--- config.mk ---
export PLATFORM = sky130hd
export DESIGN_NAME = zebra_stop_filter
export DESIGN_NICKNAME = d
export VERILOG_FILES = /design/src/rtl/zebra_stop_filter_pkg.sv /design/src/rtl/zebra_stop_filter_sat_counter.sv /design/src/rtl/zebra_stop_filter.sv
export SDC_FILE = /design/constraint.sdc
export NUM_CORES = 1
export LEC_CHECK = 0
export CAP_MARGIN = 5
export CELL_PAD_IN_SITES_DETAIL_PLACEMENT = 1
export CELL_PAD_IN_SITES_GLOBAL_PLACEMENT = 1
export CORE_MARGIN = 2
export CORE_UTILIZATION = 41
export DETAILED_ROUTE_END_ITERATION = 7
export PLACE_DENSITY_LB_ADDON = 0.1
export SYNTH_ARGS = -nofsm -noshare
export SYNTH_HDL_FRONTEND = slang
export SYNTH_SLANG_ARGS = --single-unit
--- constraint.sdc ---
create_clock -name clk -period 2.3 [get_ports clk]
set_clock_uncertainty 0.05 [all_clocks]
set_input_delay 0.46 -clock clk [delete_from_list [all_inputs] [get_ports clk]]
set_output_delay 0.46 -clock clk [all_outputs]
set_load 0.05 [all_outputs]
--- src/rtl/zebra_stop_filter_pkg.sv ---
// Shared types and constants for the zebra-crossing stop filter.
package zebra_pkg;

    typedef enum logic [1:0] {
        ST_IDLE    = 2'd0,
        ST_ARMING  = 2'd1,
        ST_STOP    = 2'd2,
        ST_RELEASE = 2'd3
    } zebra_state_t;

    localparam int ON_FRAMES_DEF      = 3;
    localparam int OFF_FRAMES_DEF     = 5;
    localparam int TIMEOUT_CYCLES_DEF = 25_000_000;

    localparam int FRAME_CNT_W = 16;
    localparam int RUN_CNT_W   = 4;
    localparam int WDOG_W      = 25;

endpackage

--- src/rtl/zebra_stop_filter_sat_counter.sv ---
// Saturating up-counter with synchronous clear; clear wins over increment.
module sat_counter #(
    parameter int W = 16
) (
    input  logic         clk,
    input  logic         rst_n,
    input  logic         clr_i,
    input  logic         inc_i,
    output logic [W-1:0] count_o
);

    logic [W-1:0] count_q, count_d;

    always_comb begin
        count_d = count_q;
        if (clr_i) begin
            count_d = '0;
        end else if (inc_i && (count_q != {W{1'b1}})) begin
            count_d = count_q + W'(1);
        end
    end

    always_ff @(posedge clk or negedge rst_n) begin
        if (!rst_n) count_q <= '0;
        else        count_q <= count_d;
    end

    assign count_o = count_q;

endmodule

--- src/rtl/zebra_stop_filter.sv ---
// Debounces per-frame zebra-crossing verdicts into a registered stop request.
// Optional stale-result watchdog enabled by ZEBRA_STOP_WATCHDOG_EN.
module zebra_stop_filter
    import zebra_pkg::*;
#(
    parameter int ON_FRAMES      = ON_FRAMES_DEF,
    parameter int OFF_FRAMES     = OFF_FRAMES_DEF,
    parameter int TIMEOUT_CYCLES = TIMEOUT_CYCLES_DEF
) (
    input  logic                   clk,
    input  logic                   rst_n,
    input  logic                   detection_valid,
    input  logic                   crossing_detected,
    output logic                   stop,
    output logic                   stop_rise,
    output logic [1:0]             state,
    output logic [FRAME_CNT_W-1:0] frame_count,
    output logic                   stale
);

    if (ON_FRAMES < 1 || ON_FRAMES > 15) begin : g_bad_on
        $error("ON_FRAMES must be 1..15");
    end
    if (OFF_FRAMES < 1 || OFF_FRAMES > 15) begin : g_bad_off
        $error("OFF_FRAMES must be 1..15");
    end
    if (TIMEOUT_CYCLES < 2 || TIMEOUT_CYCLES >= (1 << WDOG_W)) begin : g_bad_to
        $error("TIMEOUT_CYCLES out of range");
    end

    zebra_state_t         st_q, st_d;
    logic [RUN_CNT_W-1:0] hit_q, hit_d, miss_q, miss_d;
    logic                 dv_q, arm_q, stop_q, stop_d, rise_q, rise_d;
    logic                 strobe, hit, miss, timeout;

    // arm_q blocks a level that was already high when reset released
    assign strobe = detection_valid & ~dv_q & arm_q;
    assign hit    = strobe & crossing_detected;
    assign miss   = strobe & ~crossing_detected;

    sat_counter #(.W(FRAME_CNT_W)) u_frame_cnt (
        .clk     (clk),
        .rst_n   (rst_n),
        .clr_i   (1'b0),
        .inc_i   (strobe),
        .count_o (frame_count)
    );

`ifdef ZEBRA_STOP_WATCHDOG_EN
    logic [WDOG_W-1:0] wd_cnt;
    logic              wd_at_limit, stale_q;

    assign wd_at_limit = (wd_cnt == WDOG_W'(TIMEOUT_CYCLES - 1));
    assign timeout     = wd_at_limit & ~strobe;

    sat_counter #(.W(WDOG_W)) u_wdog (
        .clk     (clk),
        .rst_n   (rst_n),
        .clr_i   (strobe),
        .inc_i   (~wd_at_limit),
        .count_o (wd_cnt)
    );

    always_ff @(posedge clk or negedge rst_n) begin
        if (!rst_n)       stale_q <= 1'b0;
        else if (strobe)  stale_q <= 1'b0;
        else if (timeout) stale_q <= 1'b1;
    end

    assign stale = stale_q;
`else
    assign timeout = 1'b0;
    assign stale   = 1'b0;
`endif

    always_comb begin
        st_d   = st_q;
        hit_d  = hit_q;
        miss_d = miss_q;
        unique case (st_q)
            ST_IDLE: if (hit) begin
                if (ON_FRAMES == 1) st_d = ST_STOP;
                else begin
                    st_d  = ST_ARMING;
                    hit_d = RUN_CNT_W'(1);
                end
            end
            ST_ARMING: if (hit) begin
                if (hit_q + RUN_CNT_W'(1) == RUN_CNT_W'(ON_FRAMES)) begin
                    st_d  = ST_STOP;
                    hit_d = '0;
                end else begin
                    hit_d = hit_q + RUN_CNT_W'(1);
                end
            end else if (miss) begin
                st_d  = ST_IDLE;
                hit_d = '0;
            end
            ST_STOP: if (miss) begin
                if (OFF_FRAMES == 1) st_d = ST_IDLE;
                else begin
                    st_d   = ST_RELEASE;
                    miss_d = RUN_CNT_W'(1);
                end
            end
            ST_RELEASE: if (miss) begin
                if (miss_q + RUN_CNT_W'(1) == RUN_CNT_W'(OFF_FRAMES)) begin
                    st_d   = ST_IDLE;
                    miss_d = '0;
                end else begin
                    miss_d = miss_q + RUN_CNT_W'(1);
                end
            end else if (hit) begin
                st_d   = ST_STOP;
                miss_d = '0;
            end
            default: st_d = ST_IDLE;
        endcase
        if (timeout) begin
            st_d   = ST_IDLE;
            hit_d  = '0;
            miss_d = '0;
        end
        stop_d = (st_d == ST_STOP) || (st_d == ST_RELEASE);
        rise_d = (st_d == ST_STOP) && ((st_q == ST_IDLE) || (st_q == ST_ARMING));
    end

    always_ff @(posedge clk or negedge rst_n) begin
        if (!rst_n) begin
            st_q   <= ST_IDLE;
            hit_q  <= '0;
            miss_q <= '0;
            dv_q   <= 1'b0;
            arm_q  <= 1'b0;
            stop_q <= 1'b0;
            rise_q <= 1'b0;
        end else begin
            st_q   <= st_d;
            hit_q  <= hit_d;
            miss_q <= miss_d;
            dv_q   <= detection_valid;
            arm_q  <= arm_q | ~detection_valid;
            stop_q <= stop_d;
            rise_q <= rise_d;
        end
    end

    assign stop      = stop_q;
    assign stop_rise = rise_q;
    assign state     = st_q;

endmodule

== After elaboration in Yosys (flattened, before gate mapping) ==
Cells that the tools add are included.

* $add $sub $neg: 3
* Equality and inequality tests: 12
* Multiplexer cells: 19
* Bitwise logic cells: 8
* Reduce and logical (&&, ||, !) cells: 9

{| class="wikitable"
|+ Operators by type and width
! cell !! count
|-
| 2-to-1 mux 4 bit || 8
|-
| adder 16 x 1 -> 16 bit (second input constant) || 1
|-
| 2-to-1 mux 2 bit || 8
|-
| != test 16 bit (second input constant) || 1
|-
| case mux 4 bit (2 select lines) || 2
|-
| adder 4 x 1 -> 4 bit (second input constant) || 2
|-
| == test 2 bit (second input constant) || 4
|-
| case mux 2 bit (4 select lines) || 1
|-
| != test 3 bit (second input constant) || 2
|-
| AND reduction 3 bit || 2
|-
| bitwise AND 1 bit || 4
|-
| == test 4 x 2 -> 1 bit (second input constant) || 1
|-
| == test 4 x 3 -> 1 bit (second input constant) || 1
|-
| != test 2 bit (second input constant) || 2
|-
| nonzero test 2 bit || 2
|-
| NOT 1 bit || 3
|-
| == test 2 x 1 -> 1 bit (second input constant) || 1
|-
| logical AND 1 bit || 2
|-
| zero test 2 bit || 1
|-
| logical OR 1 bit || 2
|-
| OR 1 bit || 1
|}

* Register bits: 30
* Input port bits: 4
* Output and inout bits: 21
* Logic and storage cells: 59

== Longest topological paths before layout ==
Gate-level depths: netlist of the first run.

* Depth in word-level cells: 9
* Depth in mapped cells: 6
* Gate-level depth less buffers: 6

== By module ==
From an unflattened synthesis of the first run, not the netlist that was laid out.

* Cell total of the unflattened synthesis: 183
* Area, all modules: 1749.2 um2

{| class="wikitable"
|+ By module, submodules not included
! module !! instances !! cells an instance !! area an instance (um2)
|-
| sat_counter || 1 || 98 || 942.2
|-
| zebra_stop_filter || 1 || 85 || 807.0
|}

== Worst setup path after synthesis of the first run ==
No wires, ideal clock.

* Kind: register to register
* Start: register u_frame_cnt.count_q[0], in the netlist u_frame_cnt.count_o[0]
* End: register u_frame_cnt.count_q[1], in the netlist u_frame_cnt.count_o[1]
* Arrival: 1.821 ns
* Data required time: 2.125 ns
* Path slack: 0.304 ns
* Stages on the path, launching flop included: 6
* Period minus slack after synthesis: 1.996 ns
* Cell sequence: dfrtp_1 -> ha_1 -> nand2_1 -> nor3_4 -> a21oi_2 -> mux2_4

* Cells in the longest elaborated chain, start to end: 2

{| class="wikitable"
|+ RTL lines
! item !! RTL line !! RTL
|-
| start, declared || zebra_stop_filter_sat_counter.sv:12 || <nowiki>logic [W-1:0] count_q, count_d;</nowiki>
|-
| start signal, assigned || zebra_stop_filter_sat_counter.sv:25 || <nowiki>else count_q <= count_d;</nowiki>
|-
| parallel branches: the longest is 2 deep, another holds adder 16 x 1 -> 16 bit || -- ||
|}

Parallel ways; which one is timed is not known.
A chain may end at the register's enable or synchronous reset.

== Worst setup path in the final report of the first run ==
* Start: register st_q[0], in the netlist state[0]
* End: output port state[0]

{| class="wikitable"
|+ RTL lines
! item !! RTL line !! RTL
|-
| start, declared || zebra_stop_filter.sv:31 || <nowiki>zebra_state_t st_q, st_d;</nowiki>
|-
| start signal, assigned || zebra_stop_filter.sv:138 || <nowiki>st_q <= st_d;</nowiki>
|-
| end, declared || zebra_stop_filter.sv:16 || <nowiki>output logic [1:0] state,</nowiki>
|}

No word-level cell between the ends.

==> reports/results.ini, run 1 <==
[synth]
synth_area_leaders=dfrtp_1, xor2_1, ha_1
synthArstFlopShare_pct=100
synthMuxAreaShare_pct=1.63
yosysWarnings=0
synthTopCellsByCount=dfrtp_1, nor2_1, xor2_1, nand2_1, nand3_1
synth_fa_ha_area_share_pct=3.87
synth_top_family_by_area=simple AND/OR/NAND/NOR gates
synth_top_cell_by_area=dfrtp_1
synth_xor_area_share_pct=7.59
synth_flop_cell=dfrtp_1
synth-edff-count=0
seq_area_frac_synth_pct=44.9
synth.top_cell.area_share_pct=44.9
synth-compound-area-share_pct=14.4
ys_ff_latch=29
synth.most_common_cell=dfrtp_1
synth.distinct_cells=46
syn_avg_cell_area_um2=10.2
netlist_instances=158
synthSimpleGateAreaFrac_pct=23.8
synthesis.nets=167
syn_area_um2=1620

[clock_network]
root_buffer=clkbuf_8
cts_hold_buf=0
cts_tree=done
clock_sinks=29
cts_made_buffers=5
clock_latency_ns=0.28
cts-resized-gates=0
h-tree-depth=2
path_clk_slew_ns=0.06
cts.path.max_buffers=2
post_cts.repair.setup_buffers=0

[setup_path]
critPathLaunch=state[0]$_DFF_PN0_
criticalPathCategory=register to output port
crit_path_cell_trace=clkdlybuf4s50_1
cp_slowest_cell=clkdlybuf4s50_1
worstSetupEndpointType=output port
crit_arrival_ns=1.67
critPathTopFamily=buffers and inverters
critical-path-max-stage-delay_ns=0.87
cp-start-kind=register
path_buf_inv=1
rr_startpoint=u_frame_cnt.count_o[0]$_DFFE_PN0P_
crit_fanout=11
crit_required_ns=1.79

[placement]
place.port_buffers=23
dp_hpwl_um=2740
place_ws_ns=0.131
gp_congestion=0.827
place_area_um2=1900

[layout]
antenna_cells=0
area_growth_pct=23.1
finish.net_count=196
multi_input_area_um2=832
regArea_um2=726
fin_area_um2=1990
drive_gt1_share_pct=12.3
fillers=433
fin_util_pct=53.6

[sta]
final-max-slew-violation-count=0
tns_ns=0
fin_ws_ns=0.116
slew_headroom_pct=65.4
period_minus_slack_ns=2.18
worst_slew_pin_slew_ns=0.517
finalSetupViolCount=0
hold_viol=0
rsz0062_at_grt=no
clock.fmax_ghz=0.458
period_share_pct=95.0

[floorplanning]
start_util_pct=43.5
core_area_um2=3720
die-area_um2=4460
die_w_um=66.8
die_y_um=66.8
boundaryPins=25
rows=22

[power]
clkPwrFrac_pct=25.8
power_frac_comb_pct=32.7
p_leak_nw=0.887
p_int_mw=1.01
sequentialPowerShare_pct=41.6
p_per_area_nw_per_um2=819
sw_frac_of_total_pct=38.3
vdd_drop_max_mv=0.737
switching_power_mw=0.624

[grt]
grt_pass1_vias=1424
grt_use_met3_pct=6.08
antenna_found_initial=0
grt_first_pass_wirelength_um=6750
grt_use_met1_pct=24.5
grt_usage_pct=20.8
met2_usage_pct=35.0
gr-max-usage-layer=met2
grt_max_degree=30
grt.overflow.total=0

[detailed_routing]
vias_per_cell=5.65
vias=1328
dr.pass1.iters=4
first_iter_violations=75
routed_wl_um=3770
route.detailed.wl_per_inst_um=16.0
route.detailed.drc=0
ant_nets=0

[worst_hold_path]
worstHoldStart=u_frame_cnt.count_o[5]$_DFFE_PN0P_
hp-class=register to register

[flow_run]
cap_violations=0

[outcome]
status=finished clean

## layer usage
layer,share of wire (%),wire [um],vias up
met1,45,1710,668
met4,1.9,70,0
li1,-,-,632
met5,0,0,-
met2,49,1860,22
met3,3.5,131,6
## layout by cell type, fill, tap and decap left out, types with 3 or more instances in the layout
cell type,n
dfrtp_1,29
clkdlybuf4s50_1,23
nor2_1,13
xor2_1,12
nand2_1,9
nand3_1,8
inv_1,7
nand4_1,7
nor3_1,6
clkbuf_8,6
a21oi_1,5
ha_1,5
buf_4,4
and3_1,3
a211oi_1,3
nand2b_1,3
a31oi_1,3
nand3_2,3
## flip-flops by register name (all words and copies together) (netlist names)
name / cells
miss_q: 4
dv_q: 1
u_frame_cnt.count_o: 16
stop_rise: 1
hit_q: 4
arm_q: 1
state: 2
## power groups by stage
stage          clock [mW]  sequential [mW]  combinational, mW
6_report            0.420            0.677              0.532
5_1_grt             0.461            0.693              0.575
4_1_cts             0.440            0.678              0.539
3_5_place_dp            0            0.685              0.537
3_3_place_gp            0            0.679              0.532
2_1_floorplan           0            0.851              0.183
## cell type report
class	instances	area share [%]
Inverter	7	1.32
Sequential cell	29	36.5
Timing Repair Buffer	27	13.1
Multi-Input combinational cell	117	41.8
Clock buffer	7	4.34
Tap cell	48	3.02
## logic make-up (layout without fill, tap and decap cells)
kind of cell	Yosys count	after routing
other	1	1
adders and majority gates	5	5
muxes	2	2
buffers and inverters	12	41
xor gates and xnor gates	14	14
and+or+nand+nor	65	65
AOI/OAI and AO/OA	30	30
DFF	29	29
## worst paths after layout
check	endpoint	slack, ns	depth (start not counted)
worst max-delay path	state[0]	0.12	1
worst min-delay path	u_frame_cnt.count_o[5]$_DFFE_PN0P_	0.45	1
worst max register to register	u_frame_cnt.count_o[1]$_DFFE_PN0P_	0.54	5
worst min register to register	u_frame_cnt.count_o[5]$_DFFE_PN0P_	0.45	1
max in group asynchronous	u_frame_cnt.count_o[3]$_DFFE_PN0P_	1.40	2
min in group asynchronous	miss_q[0]$_DFFE_PN0P_	0.51	2
## through the flow
stage / total power [mW] / hold slack (ns) / std cells
4_1_cts: 1.66 / 0.449 / 235
6_report: 1.63 / 0.446 / 235
5_1_grt: 1.73 / 0.478 / 235
2_1_floorplan: 1.03 / 0.114 / 158
3_5_place_dp: 1.22 / 0.434 / 228
3_3_place_gp: 1.21 / 0.424 / 228
(Power assumes the default switching activity.)
==> run 2: changes to the inputs <==
--- a/config.mk
+++ b/config.mk
@@ -5,6 +5,7 @@
 export SDC_FILE = /design/constraint.sdc
 export NUM_CORES = 1
 export LEC_CHECK = 0
+export ABC_AREA = 0
 export CAP_MARGIN = 5
 export CELL_PAD_IN_SITES_DETAIL_PLACEMENT = 1
 export CELL_PAD_IN_SITES_GLOBAL_PLACEMENT = 1
==> results of run 2 <==
The final DEF is identical to that of run 1; final timing and power are the same.
